File: config.mk
export PLATFORM = sky130hd
export DESIGN_NAME = alu32_slice_add_sequencer
export DESIGN_NICKNAME = d
export VERILOG_FILES = /design/src/rtl/alu32_slice_add_sequencer.sv
export SDC_FILE = /design/constraint.sdc
export NUM_CORES = 1
export LEC_CHECK = 0
export BUFFER_PORTS_ARGS = -buffer_cell sky130_fd_sc_hd__buf_2
export CORE_UTILIZATION = 52
export CTS_CLUSTER_SIZE = 30
export DETAILED_ROUTE_END_ITERATION = 8
export PLACE_DENSITY = 0.91
export SLEW_MARGIN = 10
export SYNTH_ARGS = -nofsm -noshare
export SYNTH_HDL_FRONTEND = slang
export SYNTH_SLANG_ARGS = --single-unit
File: constraint.sdc
create_clock -name clk -period 2.7 [get_ports clk]
set_input_delay 0 -clock clk [delete_from_list [all_inputs] [get_ports clk]]
set_output_delay 0 -clock clk [all_outputs]
set_load 0.03 [all_outputs]
File: src/rtl/alu32_slice_add_sequencer.sv
// -----------------------------------------------------------------------------
// alu32_slice_add_sequencer
// Performs a WORD_W-bit add/subtract by running one external SLICE_W-bit adder
// slice over NSLICE consecutive cycles, LSB slice first, with the inter-slice
// carry held in a register. The result is offered on a valid/ready output.
//
// Ports:
//   clk, rst              clock, synchronous active-high reset
//   in_valid / in_ready   request handshake (op_a, op_b, op_sub)
//   out_valid / out_ready result handshake (result, cout, overflow)
//   slc_a, slc_b, slc_cin operands driven to the external slice (0 outside RUN)
//   slc_sum, slc_cout     combinational sum/carry returned by the slice
// -----------------------------------------------------------------------------
module alu32_slice_add_sequencer #(
    parameter int unsigned SLICE_W = 8,
    parameter int unsigned WORD_W  = 32
) (
    input  logic               clk,
    input  logic               rst,
    input  logic               in_valid,
    output logic               in_ready,
    input  logic [WORD_W-1:0]  op_a,
    input  logic [WORD_W-1:0]  op_b,
    input  logic               op_sub,
    output logic               out_valid,
    input  logic               out_ready,
    output logic [WORD_W-1:0]  result,
    output logic               cout,
    output logic               overflow,
    output logic [SLICE_W-1:0] slc_a,
    output logic [SLICE_W-1:0] slc_b,
    output logic               slc_cin,
    input  logic [SLICE_W-1:0] slc_sum,
    input  logic               slc_cout
);

    localparam int unsigned NSLICE = WORD_W / SLICE_W;
    localparam int unsigned KW     = (NSLICE > 1) ? $clog2(NSLICE) : 1;
    localparam logic [KW-1:0] K_LAST = KW'(NSLICE - 1);

    typedef enum logic [1:0] {
        S_IDLE = 2'd0,
        S_RUN  = 2'd1,
        S_DONE = 2'd2
    } state_e;

    state_e              state_q, state_d;
    logic [KW-1:0]       k_q, k_d;
    logic [WORD_W-1:0]   a_q, a_d;
    logic [WORD_W-1:0]   b_q, b_d;
    logic                sub_q, sub_d;
    logic                carry_q, carry_d;
    logic [WORD_W-1:0]   result_q, result_d;
    logic                cout_q, cout_d;
    logic                ovf_q, ovf_d;
    logic                in_ready_q, in_ready_d;
    logic                out_valid_q, out_valid_d;

    // State and datapath registers
    always_ff @(posedge clk) begin
        if (rst) begin
            state_q     <= S_IDLE;
            k_q         <= '0;
            a_q         <= '0;
            b_q         <= '0;
            sub_q       <= 1'b0;
            carry_q     <= 1'b0;
            result_q    <= '0;
            cout_q      <= 1'b0;
            ovf_q       <= 1'b0;
            in_ready_q  <= 1'b1;
            out_valid_q <= 1'b0;
        end else begin
            state_q     <= state_d;
            k_q         <= k_d;
            a_q         <= a_d;
            b_q         <= b_d;
            sub_q       <= sub_d;
            carry_q     <= carry_d;
            result_q    <= result_d;
            cout_q      <= cout_d;
            ovf_q       <= ovf_d;
            in_ready_q  <= in_ready_d;
            out_valid_q <= out_valid_d;
        end
    end

    // Next-state, slice drive and result assembly
    always_comb begin
        state_d  = state_q;
        k_d      = k_q;
        a_d      = a_q;
        b_d      = b_q;
        sub_d    = sub_q;
        carry_d  = carry_q;
        result_d = result_q;
        cout_d   = cout_q;
        ovf_d    = ovf_q;
        slc_a    = '0;
        slc_b    = '0;
        slc_cin  = 1'b0;

        case (state_q)
            S_IDLE: begin
                if (in_valid) begin
                    a_d     = op_a;
                    // Subtract is A + ~B + 1; the +1 enters as slice-0 carry-in.
                    b_d     = op_sub ? ~op_b : op_b;
                    sub_d   = op_sub;
                    k_d     = '0;
                    state_d = S_RUN;
                end
            end
            S_RUN: begin
                slc_a   = a_q[k_q*SLICE_W +: SLICE_W];
                slc_b   = b_q[k_q*SLICE_W +: SLICE_W];
                slc_cin = (k_q == '0) ? sub_q : carry_q;
                result_d[k_q*SLICE_W +: SLICE_W] = slc_sum;
                carry_d = slc_cout;
                if (k_q == K_LAST) begin
                    cout_d  = slc_cout;
                    // Operand signs equal but result sign differs.
                    ovf_d   = (a_q[WORD_W-1] == b_q[WORD_W-1]) &&
                              (slc_sum[SLICE_W-1] != a_q[WORD_W-1]);
                    k_d     = '0;
                    state_d = S_DONE;
                end else begin
                    k_d = k_q + KW'(1);
                end
            end
            S_DONE: begin
                if (out_ready) begin
                    state_d = S_IDLE;
                end
            end
            default: begin
                state_d = S_IDLE;
            end
        endcase

        in_ready_d  = (state_d == S_IDLE);
        out_valid_d = (state_d == S_DONE);
    end

    assign in_ready  = in_ready_q;
    assign out_valid = out_valid_q;
    assign result    = result_q;
    assign cout      = cout_q;
    assign overflow  = ovf_q;

endmodule

==> results of run 1 <==
power groups by stage:
| stage | Clock, W | Combinational, W | Sequential (W) |
|---|---|---|---|
| after global placement | 0 | 0.000464 | 0.00173 |
| after floorplan | 0 | 0.000345 | 0.00173 |
| final | 0.000947 | 0.000572 | 0.00171 |
| after global routing | 0.00102 | 0.000625 | 0.00172 |
| after detailed placement | 0 | 0.000480 | 0.00174 |
| after CTS | 0.000954 | 0.000553 | 0.00170 |
flip-flops by register name, summed over array words and instances (netlist names):
register	count
a_q	32
b_q	32
carry_q	1
cout	1
in_ready	1
k_q	2
out_valid	1
overflow	1
result	32
state_q	2
sub_q	1
how the worst min path moves through the flow:
stage               start                    end  slack, ns  depth (start not counted)
4_1_cts        slc_sum[7]  overflow$_SDFFE_PP0P_      0.004                          3
2_1_floorplan     op_a[0]    a_q[0]$_SDFFE_PP0P_       0.14                          2
3_3_place_gp     op_a[18]   a_q[18]$_SDFFE_PP0P_       0.24                          3
3_5_place_dp     op_a[18]   a_q[18]$_SDFFE_PP0P_       0.25                          3
5_1_grt        slc_sum[7]  overflow$_SDFFE_PP0P_       0.02                          3
6_report       slc_sum[7]  overflow$_SDFFE_PP0P_      0.009                          3
what timing repair did:
item	4_1_cts	5_1_grt
gates resized for setup	0	0
hold buffers	65	0
endpoints found under the hold margin	68	0
final cells by class:
type                    instances  area share
clock buffers                  11      0.0217
multi-input cells             315       0.367
repair buffers                200       0.223
well taps                     105      0.0217
inverters                      10     0.00620
clock inverters                 4     0.00889
flip-flops and latches        106       0.351
cells in the mapped netlist (all sizes together):
master,instances
a211oi,33
a21o,1
a21oi,43
a22o,24
a22oi,1
a2bb2o,1
and2,16
and2b,1
and3b,1
buf,28
clkbuf,6
dfxtp,106
ha,6
inv,10
mux2i,1
mux4,16
nand2,70
nand2b,1
nand3,1
nand3b,2
nand4,1
nand4b,1
nor2,39
nor2b,8
nor3,2
nor3b,1
nor4,1
nor4b,1
o21a,1
o21bai,1
o2bb2ai,7
or3b,2
xnor2,32
cell families (layout without fill, tap and decap cells):
group,Yosys count,count (layout),share of synthesized area
flops,106,106,0.466
compound gates,112,112,0.173
fa+ha+maj,6,6,0.0165
simple gates,148,148,0.154
buf+inv,44,225,0.0467
mux,17,17,0.0814
xor+xnor,32,32,0.0616
worst max-delay path, stage by stage, from the launching register on:
cell and delay (ns):
dfxtp_2 0.57, buf_4 0.37, mux4_2 0.59, and2_1 0.18
buf_2 0.17
per-stage QoR:
| step | hold slack [ns] | setup slack (ns) | utilization |
|---|---|---|---|
| final | 0.00899 | 0.449 | 0.726 |
| after global routing | 0.0245 | 0.337 | 0.726 |
| after CTS | 0.00352 | 0.501 | 0.726 |
| after detailed placement | 0.247 | 0.688 | 0.625 |
| after global placement | 0.242 | 0.804 | 0.625 |
| after floorplan | 0.136 | 0.818 | - |
layer usage:
metal	up-vias	track usage
met1	1907	0.322
met5	-	0
met4	0	0.138
li1	1974	-
met2	187	0.517
met3	37	0.0582
==> results.sh, run 1 <==
export IMPL_max_slew_margin_rel=0.382
export IMPL_antenna_found_initial=0
export IMPL_grt_pass1_wl_um=19800
export IMPL_cp_endpoint="slc_b[3]"
export IMPL_ys_warn_count=0
export IMPL_drtPass1Iterations=7
export IMPL_cts_tree="built"
export IMPL_pwr_share_comb=0.177
export IMPL_tightest_slew_ns=0.928
export IMPL_final_antenna_net_count=0
export IMPL_io_pins=131
export IMPL_yosysTopAreaCell="dfxtp_1"
export IMPL_avgRoutedWirePerCell_um=16.5
export IMPL_dp_hpwl_um=7180
export IMPL_p_total_w=0.00323
export IMPL_h_tree_depth=3
export IMPL_fp_row_count=33
export IMPL_avgSynthCellArea_um2=9.79
export IMPL_crit_required_ns=2.70
export IMPL_gp_congestion=0.814
export IMPL_finalInstanceArea_um2=6050
export IMPL_period_share=0.834
export IMPL_nFillCells=557
export IMPL_p_leak_nw=2.55
export IMPL_yosysSeqAreaShare=0.466
export IMPL_die_w_um=95.6
export IMPL_layout_drive_gt1_share=0.272
export IMPL_overflow=0
export IMPL_ir_drop_mv=0.366
export IMPL_wirelength_um=12400
export IMPL_port_buffer_count=130
export IMPL_ys_ff_latch=106
export IMPL_cts_max_path_buffers=2
export IMPL_dp_cells=671
export IMPL_vias=4105
export IMPL_post_cts_setup_buffers=0
export IMPL_p_seq_frac=0.529
export IMPL_outcome="finished clean"
export IMPL_power_switching_w=0.000877
export IMPL_cts_sinks=106
export IMPL_powerDensity_nw_per_um2=533
export IMPL_worstHoldPathType="in2reg"
export IMPL_multi_input_area_um2=2220
export IMPL_reg2reg_to="result[20]$_SDFFE_PP0P_"
export IMPL_worstSetupEndpointType="output port"
export IMPL_cp_max_fo=14
export IMPL_arrival_ns=2.25
export IMPL_grt_max_degree=98
export IMPL_clock_root_buffer="clkbuf_8"
export IMPL_finalHoldViolCount=0
export IMPL_nets=726
export IMPL_regArea_um2=2120
export IMPL_critPathKind="reg2out"
export IMPL_maxClockFrequency_mhz=444
export IMPL_viasPerCell=5.47
export IMPL_timing_setup_tns_ns=0
export IMPL_start_util=0.546
export IMPL_path_clk_slew_ns=0.09
export IMPL_drc_errors=0
export IMPL_yosys_area_top_type_share=0.466
export IMPL_areaGrowthSynthToFinish_pct=33.0
export IMPL_r2r_slack_ns=0.70
export IMPL_grt_pass1_vias=4119
export IMPL_setup_violations=0
export IMPL_slew_violations=0
export IMPL_fp_coreArea_um2=8340
export IMPL_synth_area_um2=4550
export IMPL_grt_usage=0.287
export IMPL_first_iter_violations=236
export IMPL_cts_buffers=9
export IMPL_grt_setup_unrepaired="false"
export IMPL_wl_met2_um=6420
export IMPL_critPathLaunch="k_q[0]$_SDFFE_PP0P_"
export IMPL_wl_met3_um=768
export IMPL_worst_clock_skew_ns=0.0135
export IMPL_r2r_start="k_q[0]$_SDFFE_PP0P_"
export IMPL_layout_common_cells="buf_2 (130), dfxtp_1 (105), nand2_1 (70), dlygate4sd3_1 (65)"
export IMPL_synth_cells=465
export IMPL_netlist_top_cells_area="dfxtp_1 (47%), mux4_2 (7.9%), xnor2_1 (6.2%)"
export IMPL_top_layer_used="met4"
export IMPL_worstSkewPairLatency_ns=0.36
export IMPL_yosys_cell_types_count=39
export IMPL_placed_area_um2=5220
export IMPL_diodes=0
export IMPL_drt_met1_wl_um=4720
export IMPL_die_area_um2=9130
export IMPL_ff2ff_path_depth=5
export IMPL_die_h_um=95.6
export IMPL_start_kind="flip-flop"
export IMPL_switching_share=0.272
export IMPL_stdcell_count=751
export IMPL_power_internal_w=0.00235
export IMPL_synth_nets=549
export IMPL_max_cap_viol_count=0
export IMPL_pwr_share_clk=0.293
export IMPL_final_common_cell="buf_2"
export IMPL_min_period_ns=2.25
Note: power is estimated with default switching activity, not from simulation.
==> inputs of run 2 (changes only) <==
Settings changed: CORE_UTILIZATION 52 to 47, PLACE_DENSITY 0.91 to 0.87.
Clock period 2.7 ns to 1.9 ns, I/O delays scaled along.
==> run 2 against run 1 <==
  * Clock power grew 53%
  * Die area rose by 10%
  * Sequential power grew 41%
  * Routed wire length fell by 4.1%
  * Setup slack worse by 0.38 ns
  * Final cell count increased by 4.0%
  * Combinational power increased by 45%
  * Global-route usage is 4.5 points lower
  * Core utilization down 6.4 points
  * Register-to-register slack got worse by 0.47 ns
  * Critical path type unchanged
  * Highest routed layer unchanged
==> results.sh, run 2 (synthesis gave the netlist of run 1 again) <==
export IMPL_clock_root_buffer="clkbuf_8"
export IMPL_areaGrowthSynthToFinish_pct=35.5
export IMPL_nFillCells=719
export IMPL_h_tree_depth=3
export IMPL_post_cts_setup_buffers=0
export IMPL_viasPerCell=5.23
export IMPL_worst_path_max_delay_cell="mux4_2"
export IMPL_worstSkewPairLatency_ns=0.36
export IMPL_wirelength_um=11900
export IMPL_worst_slack_ns=0.0706
export IMPL_regArea_um2=2120
export IMPL_r2r_slack_ns=0.23
export IMPL_layout_drive_gt1_share=0.282
export IMPL_cts_tree="built"
export IMPL_grt_max_degree=98
export IMPL_fp_row_count=35
export IMPL_grt_pass1_vias=4052
export IMPL_min_period_ns=1.83
export IMPL_dp_hpwl_um=7390
export IMPL_io_pins=131
export IMPL_placed_area_um2=5290
export IMPL_cts_buffers=9
export IMPL_fin_hold_ws_ns=0.0435
export IMPL_drtPass1Iterations=4
export IMPL_finalInstanceArea_um2=6170
export IMPL_vias=4088
export IMPL_critPathLaunch="k_q[0]$_SDFFE_PP0P_"
export IMPL_port_buffer_count=130
export IMPL_crit_required_ns=1.90
export IMPL_crit_path_max_incr_delay_ns=0.54
export IMPL_grt_pass1_wl_um=19000
export IMPL_cp_max_fo=14
export IMPL_worst_clock_skew_ns=0.0121
export IMPL_arrival_ns=1.83
export IMPL_multi_input_area_um2=2220
export IMPL_power_internal_w=0.00338
export IMPL_final_antenna_net_count=0
export IMPL_finalHoldViolCount=0
export IMPL_cp_endpoint="slc_a[3]"
export IMPL_overflow=0
export IMPL_p_seq_frac=0.515
export IMPL_ff2ff_path_depth=5
export IMPL_maxClockFrequency_mhz=547
export IMPL_slew_violations=0
export IMPL_cts_sinks=106
export IMPL_diodes=0
export IMPL_cp_cell_sequence="buf_6, mux4_2, and2_1, buf_2"
export IMPL_place_ws_ns=0.241
export IMPL_final_common_cell="buf_2"
export IMPL_max_cap_viol_count=0
export IMPL_gp_congestion=0.792
export IMPL_die_area_um2=10100
export IMPL_die_w_um=100
export IMPL_start_util=0.488
export IMPL_power_switching_w=0.00131
export IMPL_powerDensity_nw_per_um2=760
export IMPL_p_leak_nw=2.60
export IMPL_grt_usage=0.242
export IMPL_nets=731
export IMPL_pwr_share_comb=0.177
export IMPL_outcome="finished clean"
export IMPL_die_h_um=100
export IMPL_start_kind="flip-flop"
export IMPL_period_share=0.963
export IMPL_path_clk_slew_ns=0.10
export IMPL_worstSetupEndpointType="output port"
export IMPL_pwr_share_clk=0.309
export IMPL_cts_max_path_buffers=2
export IMPL_setup_violations=0
export IMPL_avgRoutedWirePerCell_um=15.2
export IMPL_drc_errors=0
export IMPL_reg2reg_to="result[12]$_SDFFE_PP0P_"
export IMPL_first_iter_violations=152
export IMPL_final_util=0.661
export IMPL_worstHoldPathType="in2reg"
export IMPL_switching_share=0.279
export IMPL_tightest_slew_ns=0.523
export IMPL_ir_drop_mv=0.393
export IMPL_fp_coreArea_um2=9330
export IMPL_antenna_found_initial=0
export IMPL_layout_common_cells="buf_2 (130), dfxtp_1 (104), nand2_1 (70), dlygate4sd3_1 (66)"
export IMPL_critPathKind="reg2out"
export IMPL_r2r_start="k_q[0]$_SDFFE_PP0P_"
export IMPL_max_slew_margin_rel=0.650
==> run 2: final cells by class <==
class / count / share of cell area
Inverter: 10 / 0.00609
Timing Repair Buffer: 205 / 0.229
Multi-Input combinational cell: 315 / 0.361
Clock buffer: 9 / 0.0201
Tap cell: 129 / 0.0262
Clock inverter: 7 / 0.0136
Sequential cell: 106 / 0.344
==> run 2: worst min-delay path by stage <==
| stage | slack, ns | startpoint | end | cells after the start |
|---|---|---|---|---|
| global placement | 0.24 | op_a[27] | a_q[27]$_SDFFE_PP0P_ | 3 |
| global route | 0.05 | slc_sum[7] | overflow$_SDFFE_PP0P_ | 3 |
| detailed placement | 0.25 | op_a[29] | a_q[29]$_SDFFE_PP0P_ | 3 |
| finish | 0.04 | slc_sum[7] | overflow$_SDFFE_PP0P_ | 3 |
| CTS | 0.02 | slc_sum[7] | overflow$_SDFFE_PP0P_ | 3 |
| floorplan | 0.14 | op_a[0] | a_q[0]$_SDFFE_PP0P_ | 2 |
==> run 2: critical path: cells and delay by family (launching register included) <==
kind | cells | cell delay (ns)
multiplexers | 1 | 0.54
buffers and inverters | 2 | 0.39
flip-flops | 1 | 0.37
AND/OR/NAND/NOR | 1 | 0.18
==> run 2: power by group through the flow <==
stage / registers (W) / clock network, W / logic, W
final: 0.00241 / 0.00145 / 0.000828
after global routing: 0.00243 / 0.00155 / 0.000902
after CTS: 0.00241 / 0.00147 / 0.000813
after detailed placement: 0.00246 / 0 / 0.000707
after global placement: 0.00245 / 0 / 0.000688
after floorplan: 0.00246 / 0 / 0.000490
==> run 2: timing repair <==
action	in CTS	in global routing
hold buffers	66	0
hold endpoints to repair	69	0
cloned	0	0
setup endpoints to repair	7	12
resized for setup	1	3
==> run 2: metrics by stage <==
| step | cells | TNS (ns) | power [W] |
|---|---|---|---|
| after floorplan | 465 | 0 | 0.00295 |
| after detailed placement | 699 | 0 | 0.00317 |
| after global placement | 699 | 0 | 0.00314 |
| after CTS | 781 | 0 | 0.00470 |
| after global routing | 781 | -0.00531 | 0.00488 |
| final | 781 | 0 | 0.00469 |
==> run 2: metal layers <==
layer  vias to the layer above  global-route usage  share of wire
li1                       1988                   -              -
met1                      1923               0.272           0.40
met2                       148               0.447           0.52
met3                        29              0.0383          0.046
met4                         0               0.109          0.029
met5                         -                   0              0
==> inputs of run 3 (changes only) <==
Settings changed: CORE_MARGIN set to 2.
==> run 3 against run 2 <==
  * Sequential share of layout area down 0.45 points
  * First-iteration DRC count increased by 4.6%
  * Largest cell class unchanged
  * Core utilization is 0.85 points higher
  * Via count up 1.6%
  * Register-to-register slack got worse by 0.05 ns
  * Clock skew fell by 0.0020 ns
  * Non-clock buffer count grew 3
  * Power up 3.2%
  * Die area grew 4.0%
  * Routed wire length rose by 3.8%
  * Final cell count increased by 0.38%
==> results.sh, run 3 (synthesis gave the netlist of run 1 again) <==
export IMPL_nets=734
export IMPL_areaGrowthSynthToFinish_pct=37.2
export IMPL_p_total_w=0.00484
export IMPL_avgRoutedWirePerCell_um=15.7
export IMPL_clock_root_buffer="clkbuf_8"
export IMPL_gr_usage_met3=0.0363
export IMPL_fin_hold_ws_ns=0.0507
export IMPL_p_seq_frac=0.499
export IMPL_die_w_um=102
export IMPL_vias=4155
export IMPL_power_switching_w=0.00131
export IMPL_maxClockFrequency_mhz=550
export IMPL_switching_share=0.271
export IMPL_grt_setup_unrepaired="false"
export IMPL_pwr_share_comb=0.176
export IMPL_powerDensity_nw_per_um2=775
export IMPL_die_area_um2=10500
export IMPL_stdcell_count=784
export IMPL_dp_cells=702
export IMPL_wirelength_um=12300
export IMPL_cts_buffers=9
export IMPL_final_common_cell="buf_2"
export IMPL_start_kind="flip-flop"
export IMPL_drtPass1Iterations=4
export IMPL_fp_row_count=35
export IMPL_post_cts_setup_buffers=0
export IMPL_grt_pass1_wl_um=19300
export IMPL_finalInstanceArea_um2=6250
export IMPL_grtUsageMet1=0.277
export IMPL_layout_drive_gt1_share=0.284
export IMPL_overflow=0
export IMPL_gp_congestion=0.832
export IMPL_cp_max_fo=13
export IMPL_crit_required_ns=1.90
export IMPL_h_tree_depth=3
export IMPL_path_clk_slew_ns=0.10
export IMPL_port_buffer_count=130
export IMPL_max_cap_viol_count=0
export IMPL_min_period_ns=1.82
export IMPL_worstSkewPairLatency_ns=0.37
export IMPL_outcome="finished clean"
export IMPL_power_internal_w=0.00353
export IMPL_setup_violations=0
export IMPL_p_leak_nw=2.64
export IMPL_gr_usage_met2=0.423
export IMPL_ir_drop_mv=0.416
export IMPL_timing_setup_tns_ns=0
export IMPL_max_slew_margin_rel=0.639
export IMPL_worst_path_max_delay_cell="mux4_2"
export IMPL_cts_tree="built"
export IMPL_final_antenna_net_count=0
export IMPL_worstSetupEndpointType="output port"
export IMPL_period_share=0.956
export IMPL_fp_coreArea_um2=9330
export IMPL_crit_buf_inv=2
export IMPL_antenna_found_initial=0
export IMPL_layout_common_cells="buf_2 (130), dfxtp_1 (105), nand2_1 (70), dlygate4sd3_1 (66)"
export IMPL_tightest_slew_ns=0.540
export IMPL_start_util=0.488
export IMPL_cp_cell_sequence="buf_6, mux4_2, and2_1, buf_2"
export IMPL_die_h_um=102
export IMPL_pwr_share_clk=0.324
export IMPL_placed_area_um2=5350
export IMPL_worst_clock_skew_ns=0.0101
export IMPL_slew_violations=0
export IMPL_path_delay_family="multiplexers"
export IMPL_dp_hpwl_um=7880
export IMPL_finalHoldViolCount=0
export IMPL_io_pins=131
export IMPL_grt_max_degree=80
export IMPL_first_iter_violations=159
export IMPL_grt_pass1_vias=4071
export IMPL_diodes=0
export IMPL_grt_usage=0.237
export IMPL_cts_max_path_buffers=2
export IMPL_cts_sinks=106
export IMPL_viasPerCell=5.30
export IMPL_busiest_layer="met2"
export IMPL_crit_path_max_incr_delay_ns=0.52
export IMPL_arrival_ns=1.82
export IMPL_drc_errors=0
export IMPL_critPathKind="reg2out"
export IMPL_worstHoldPathType="in2reg"
## run 3: worst paths after layout
path,start,to,slack [ns],depth (start not counted)
min,slc_sum[7],overflow$_SDFFE_PP0P_,0.05,3
max,k_q[0]$_SDFFE_PP0P_,slc_a[7],0.08,4
max reg2reg,k_q[1]$_SDFFE_PP0P_,result[8]$_SDFFE_PP0P_,0.18,5
min reg2reg,a_q[12]$_SDFFE_PP0P_,a_q[12]$_SDFFE_PP0P_,0.46,2
## run 3: per-layer routing
metal / part of all wire / wire length [um]
met3: 0.050 / 621
met2: 0.50 / 6200
met4: 0.035 / 433
met1: 0.41 / 5060
met5: 0 / 0
## run 3: timing repair
| item | in CTS | in global routing |
|---|---|---|
| hold buffers | 66 | 0 |
| endpoints found under the setup margin | 0 | 12 |
| endpoints found under the hold margin | 69 | 0 |
| gates resized for setup | 0 | 3 |
## run 3: tightest hold or removal path, cell delays in order
cell and delay (ns):
buf_2 0.13, a211oi_1 0.08, nor3_1 0.15
## run 3: through the flow
stage / utilization / setup WS (ns)
finish: 0.670 / 0.0829
global route: 0.670 / 0.0126
CTS: 0.669 / 0.00835
detailed placement: 0.573 / 0.236
global placement: 0.573 / 0.360
floorplan: - / 0.0179
## run 3: power groups by stage
stage	registers, W	logic (W)	clock network (W)
after detailed placement	0.00246	0.000730	0
final	0.00242	0.000854	0.00157
after CTS	0.00241	0.000837	0.00159
after global routing	0.00243	0.000927	0.00168
after global placement	0.00246	0.000711	0
after floorplan	0.00246	0.000490	0
## run 3: area by class of cell
cell class	instances	area, um^2
clock buffer	9	124
tap	129	161
multi-input combinational	315	2220
timing repair buffer	208	1470
inverter	10	37.5
fill	695	3080
sequential	106	2120
clock inverter	7	104
